<file path="config.mk">
export PLATFORM = sky130hd
export DESIGN_NAME = serial_sub_ctrl
export DESIGN_NICKNAME = d
export VERILOG_FILES = /design/src/rtl/serial_sub_ctrl.sv
export SDC_FILE = /design/constraint.sdc
export NUM_CORES = 1
export LEC_CHECK = 0
export CAP_MARGIN = 10
export CORE_MARGIN = 5
export CORE_UTILIZATION = 50
export CTS_BUF_LIST = sky130_fd_sc_hd__clkbuf_8
export CTS_CLUSTER_SIZE = 10
export DETAILED_ROUTE_END_ITERATION = 10
export GPL_TIMING_DRIVEN = 0
export PLACE_DENSITY = 0.79
export SKIP_LAST_GASP = 1
export SYNTH_ARGS = -nofsm -noshare
export SYNTH_HDL_FRONTEND = slang
export SYNTH_SLANG_ARGS = --single-unit
</file>
<file path="constraint.sdc">
create_clock -name clk -period 1.9 [get_ports clk]
set_input_delay 0.19 -clock clk [delete_from_list [all_inputs] [get_ports clk]]
set_output_delay 0.19 -clock clk [all_outputs]
set_load 0.02 [all_outputs]
</file>
<file path="src/rtl/serial_sub_ctrl.sv">
// serial_sub_ctrl: bit-serial WIDTH-bit subtractor (diff = a - b - bin).
// One full-subtractor cell is reused over WIDTH cycles, LSB first, and the
// borrow is chained through a register. Handshake: start / busy / done.
// Optional flags (zero, neg, ovf) are built when SERIAL_SUB_FLAGS_EN is defined.
module serial_sub_ctrl #(
  parameter int unsigned WIDTH = 8
) (
  input  logic             clk,
  input  logic             rst_n,
  input  logic             start,
  input  logic [WIDTH-1:0] a,
  input  logic [WIDTH-1:0] b,
  input  logic             bin,
  output logic             busy,
  output logic             done,
  output logic [WIDTH-1:0] diff,
`ifdef SERIAL_SUB_FLAGS_EN
  output logic             zero,
  output logic             neg,
  output logic             ovf,
`endif
  output logic             bout
);

  localparam int unsigned CNT_W = $clog2(WIDTH);
  localparam logic [CNT_W-1:0] CNT_LAST = CNT_W'(WIDTH - 1);

  typedef enum logic [1:0] {
    S_IDLE = 2'd0,
    S_RUN  = 2'd1,
    S_DONE = 2'd2
  } state_e;

  state_e             state_q, state_d;
  logic [WIDTH-1:0]   a_sr_q, a_sr_d;
  logic [WIDTH-1:0]   b_sr_q, b_sr_d;
  logic [WIDTH-1:0]   res_sr_q, res_sr_d;
  logic               brw_q, brw_d;
  logic [CNT_W-1:0]   cnt_q, cnt_d;
  logic [WIDTH-1:0]   diff_q, diff_d;
  logic               bout_q, bout_d;
  logic               busy_q, busy_d;
  logic               done_q, done_d;

  logic               d_bit;
  logic               brw_nxt;
  logic [WIDTH-1:0]   res_nxt;

`ifdef SERIAL_SUB_FLAGS_EN
  logic               a_msb_q, a_msb_d;
  logic               b_msb_q, b_msb_d;
  logic               zero_q, zero_d;
  logic               neg_q, neg_d;
  logic               ovf_q, ovf_d;
`endif

  // Next-state, datapath step and registered-output computation
  always_comb begin
    state_d  = state_q;
    a_sr_d   = a_sr_q;
    b_sr_d   = b_sr_q;
    res_sr_d = res_sr_q;
    brw_d    = brw_q;
    cnt_d    = cnt_q;
    diff_d   = diff_q;
    bout_d   = bout_q;
`ifdef SERIAL_SUB_FLAGS_EN
    a_msb_d  = a_msb_q;
    b_msb_d  = b_msb_q;
    zero_d   = zero_q;
    neg_d    = neg_q;
    ovf_d    = ovf_q;
`endif

    // Single full-subtractor cell on the current LSBs
    d_bit   = a_sr_q[0] ^ b_sr_q[0] ^ brw_q;
    brw_nxt = (~a_sr_q[0] & b_sr_q[0]) | (~(a_sr_q[0] ^ b_sr_q[0]) & brw_q);
    res_nxt = {d_bit, res_sr_q[WIDTH-1:1]};

    unique case (state_q)
      S_IDLE, S_DONE: begin
        if (start) begin
          a_sr_d   = a;
          b_sr_d   = b;
          brw_d    = bin;
          res_sr_d = '0;
          cnt_d    = '0;
`ifdef SERIAL_SUB_FLAGS_EN
          a_msb_d  = a[WIDTH-1];
          b_msb_d  = b[WIDTH-1];
`endif
          state_d  = S_RUN;
        end else begin
          state_d  = S_IDLE;
        end
      end
      S_RUN: begin
        a_sr_d   = a_sr_q >> 1;
        b_sr_d   = b_sr_q >> 1;
        res_sr_d = res_nxt;
        brw_d    = brw_nxt;
        if (cnt_q == CNT_LAST) begin
          diff_d  = res_nxt;
          bout_d  = brw_nxt;
`ifdef SERIAL_SUB_FLAGS_EN
          zero_d  = (res_nxt == '0);
          neg_d   = d_bit;
          ovf_d   = (a_msb_q ^ b_msb_q) & (a_msb_q ^ d_bit);
`endif
          state_d = S_DONE;
        end else begin
          cnt_d   = cnt_q + CNT_W'(1);
        end
      end
      default: state_d = S_IDLE;
    endcase

    busy_d = (state_d == S_RUN);
    done_d = (state_d == S_DONE);
  end

  // State and datapath registers
  always_ff @(posedge clk or negedge rst_n) begin
    if (!rst_n) begin
      state_q  <= S_IDLE;
      a_sr_q   <= '0;
      b_sr_q   <= '0;
      res_sr_q <= '0;
      brw_q    <= 1'b0;
      cnt_q    <= '0;
      diff_q   <= '0;
      bout_q   <= 1'b0;
      busy_q   <= 1'b0;
      done_q   <= 1'b0;
    end else begin
      state_q  <= state_d;
      a_sr_q   <= a_sr_d;
      b_sr_q   <= b_sr_d;
      res_sr_q <= res_sr_d;
      brw_q    <= brw_d;
      cnt_q    <= cnt_d;
      diff_q   <= diff_d;
      bout_q   <= bout_d;
      busy_q   <= busy_d;
      done_q   <= done_d;
    end
  end

`ifdef SERIAL_SUB_FLAGS_EN
  // Status flag registers, updated alongside diff
  always_ff @(posedge clk or negedge rst_n) begin
    if (!rst_n) begin
      a_msb_q <= 1'b0;
      b_msb_q <= 1'b0;
      zero_q  <= 1'b0;
      neg_q   <= 1'b0;
      ovf_q   <= 1'b0;
    end else begin
      a_msb_q <= a_msb_d;
      b_msb_q <= b_msb_d;
      zero_q  <= zero_d;
      neg_q   <= neg_d;
      ovf_q   <= ovf_d;
    end
  end

  assign zero = zero_q;
  assign neg  = neg_q;
  assign ovf  = ovf_q;
`endif

  assign busy = busy_q;
  assign done = done_q;
  assign diff = diff_q;
  assign bout = bout_q;

endmodule

</file>
==> results.yml <==
cts:
  htree_levels: 2
  clockBufferDepth: 2
  cts-root-buf: "clkbuf_8"
  cts_setup_buffers: 0
  cts_sinks: 40
  cts_tree: "built"
  cts_hold_buffers: 0
  numCtsBuffers: 5
  clkTransAtPathRegs_ps: 80
  cts_resized: 0
  clkLatencyLatePin_ps: 300
critical_path:
  slowest_delay_ps: 510
  crit_path_top_delay_cell: "fa_1"
  crit_buf_inv: 0
  crit_chain: "fa_1, mux2_1, nand2_1, o21ai_1"
  path_depth: 4
  rrSetupSlack_ps: 440
  cp.arrival_ps: 1630
  crit_required_ps: 2070
  path_class: "reg2reg"
  crit_family: "adder cells"
  end_kind: "flip-flop"
  start_kind: "flip-flop"
  reg2reg_depth: 4
  crit_fanout: 3
drt:
  avgRoutedWirePerCell_um: 14.6
  drc: 0
  firstDrtPassIters: 4
  drt_wl_total_um: 4150
  detail-route-antenna-nets: 0
  via_per_inst: 5.21
  vias: 1479
  drtIter0Drc: 87
pwr:
  p_leak_nw: 1.08
  power_density_nw_per_um2: 1510
  finalPower_mw: 3.77
  peakVddDrop_uv: 607
floorplanning:
  rows: 23
  dieArea_um2: 5430
  core_area_um2: 3970
  io_pins: 31
  die_x_um: 73.7
  start_util_pct: 51.1
  die_y_um: 73.7
layout:
  drive_gt1_share_pct: 11.1
  nets: 256
  area_growth_pct: 22.9
  num_antenna_cells: 0
  regArea_um2: 1000
  nFillCells: 328
  multiInputGateArea_um2: 905
  stdcell_area_um2: 2490
synth:
  avgSynthCellArea_um2: 10.4
  yosys-top-cells-count: "40 x dfrtp_1, 35 x nand2_1, 16 x a21oi_1, 16 x mux2i_1"
  syn_nets: 219
  yosysSeqAreaShare_pct: 49.3
  yosys-top-cells-area: "dfrtp_1 49%, mux2i_1 7.9%, nand2_1 6.5%"
  synthArstFlopShare_pct: 100
  synth_most_common_cell: "dfrtp_1"
  synth_seq_cells: 40
  synth_top_area_cell: "dfrtp_1"
  synthFlopType: "dfrtp_1"
  ys_types: 30
  synth_warnings: 0
  synth_area_um2: 2030
  synth_top_area_share_pct: 49.3
  synthCells: 196
  synth_edf_count: 0
global_route:
  grt_overflow: 0
  grt_pass1_vias: 1514
  grtUsageTotal_pct: 17.0
  antenna_found_initial: 0
  grt_pass1_wl_um: 7000
  grt_max_degree: 41
sta:
  tightest_slew_ps: 891
  relSlewSlack_pct: 40.6
  rsz0062_at_grt: "false"
  max_freq_mhz: 685
  finalHoldViolCount: 0
  period_share_pct: 76.9
  finalClockSkew_ps: 7.36
  setup_viol: 0
  final_max_slew_viol_count: 0
  fin_tns_setup_ps: 0
  fin_crit_ps: 1460
placement:
  place_congestion: 0.765
  port_buffers: 30
  dp_hpwl_um: 2860
  placed_area_um2: 2390
min_path:
  hold_class: "in2async"
run:
  max_cap_violations: 0
status:
  status: "complete, no violations"
==> metrics by stage <==
| step | setup slack, ps | util, % | hold WS [ps] | instances |
|---|---|---|---|---|
| global placement | -334 | 60.2 | 459 | 276 |
| finish | 439 | 62.8 | 8.40 | 284 |
| floorplan | 520 | - | -106 | 196 |
| global route | 336 | 62.8 | 87.7 | 284 |
| detailed placement | 307 | 60.1 | 361 | 276 |
| CTS | 440 | 62.8 | 33.4 | 284 |
==> logic make-up (layout without fill, tap and decap cells) <==
family | count (synthesis) | after routing | share of synthesized area [%]
buffers and inverters | 18 | 56 | 6.10
xor gates and xnor gates | 1 | 1 | 0.432
AOI/OAI and AO/OA | 44 | 44 | 13.3
adders and majority gates | 3 | 3 | 2.22
muxes | 25 | 25 | 13.1
and+or+nand+nor | 65 | 65 | 15.6
DFF | 40 | 40 | 49.3
==> per-layer routing <==
layer | part of all wire (%) | global-route usage, % | vias up | wire length [um]
met5 | 0 | 0 | - | 0
met4 | 1.9 | 7.24 | 0 | 77
met3 | 3.6 | 4.10 | 6 | 148
met2 | 49 | 27.4 | 24 | 2020
met1 | 46 | 21.6 | 704 | 1900
li1 | - | - | 745 | -
==> worst paths after layout <==
path                                       startpoint                      end
worst max-delay path            a_sr_q[0]$_DFFE_PN0P_  res_sr_q[7]$_DFFE_PN0P_
worst min-delay path                            rst_n      diff[1]$_DFFE_PN0P_
worst max register to register  a_sr_q[0]$_DFFE_PN0P_  res_sr_q[7]$_DFFE_PN0P_
worst min register to register    diff[1]$_DFFE_PN0P_      diff[1]$_DFFE_PN0P_
max in group asynchronous                       rst_n    a_sr_q[5]$_DFFE_PN0P_
min in group clk                  diff[1]$_DFFE_PN0P_      diff[1]$_DFFE_PN0P_
==> placed cells by master (no fill, tap or decap) <==
cell type        instances
clkbuf_1                 2
a22o_1                   1
fa_1                     1
o21ai_0                  4
clkinv_2                 1
nor3b_1                  1
o21ai_1                  5
nand3b_1                 1
o211ai_1                 2
a21oi_1                 16
buf_2                    8
a211oi_1                15
mux2_4                   1
nor2_1                   2
ha_1                     2
mux2i_1                 16
a21o_1                   1
nand2_1                 35
mux2_1                   5
dfrtp_1                 40
xor2_1                   1
inv_2                    1
buf_4                    2
buf_12                   2
nand2b_1                 6
bufinv_16                1
nand3_1                  4
inv_1                    4
clkbuf_8                 5
buf_6                    1
nor2_4                   1
mux2_2                   3
nor2b_1                 15
clkdlybuf4s50_1         29
==> state kept, by name (all words and copies together) (netlist names) <==
| register | flops |
|---|---|
| bout | 1 |
| res_sr_q | 7 |
| state_q | 2 |
| diff | 8 |
| cnt_q | 3 |
| done | 1 |
| b_sr_q | 8 |
| busy | 1 |
| a_sr_q | 8 |
| brw_q | 1 |
==> power breakdown <==
part | internal (mW) | switching (mW) | total, mW
Sequential | 1.23 | 0.269 | 1.50
Combinational | 0.806 | 0.777 | 1.58
Clock | 0.384 | 0.297 | 0.681
==> area by class of cell <==
class | instances | area share (%)
Sequential cell | 40 | 40.1
Multi-Input combinational cell | 138 | 36.3
Timing Repair Buffer | 30 | 11.8
Buffer | 14 | 4.36
Clock buffer | 5 | 2.76
Tap cell | 50 | 2.51
Clock inverter | 3 | 1.55
Inverter | 4 | 0.602
Note: power is estimated with default switching activity, not from simulation.
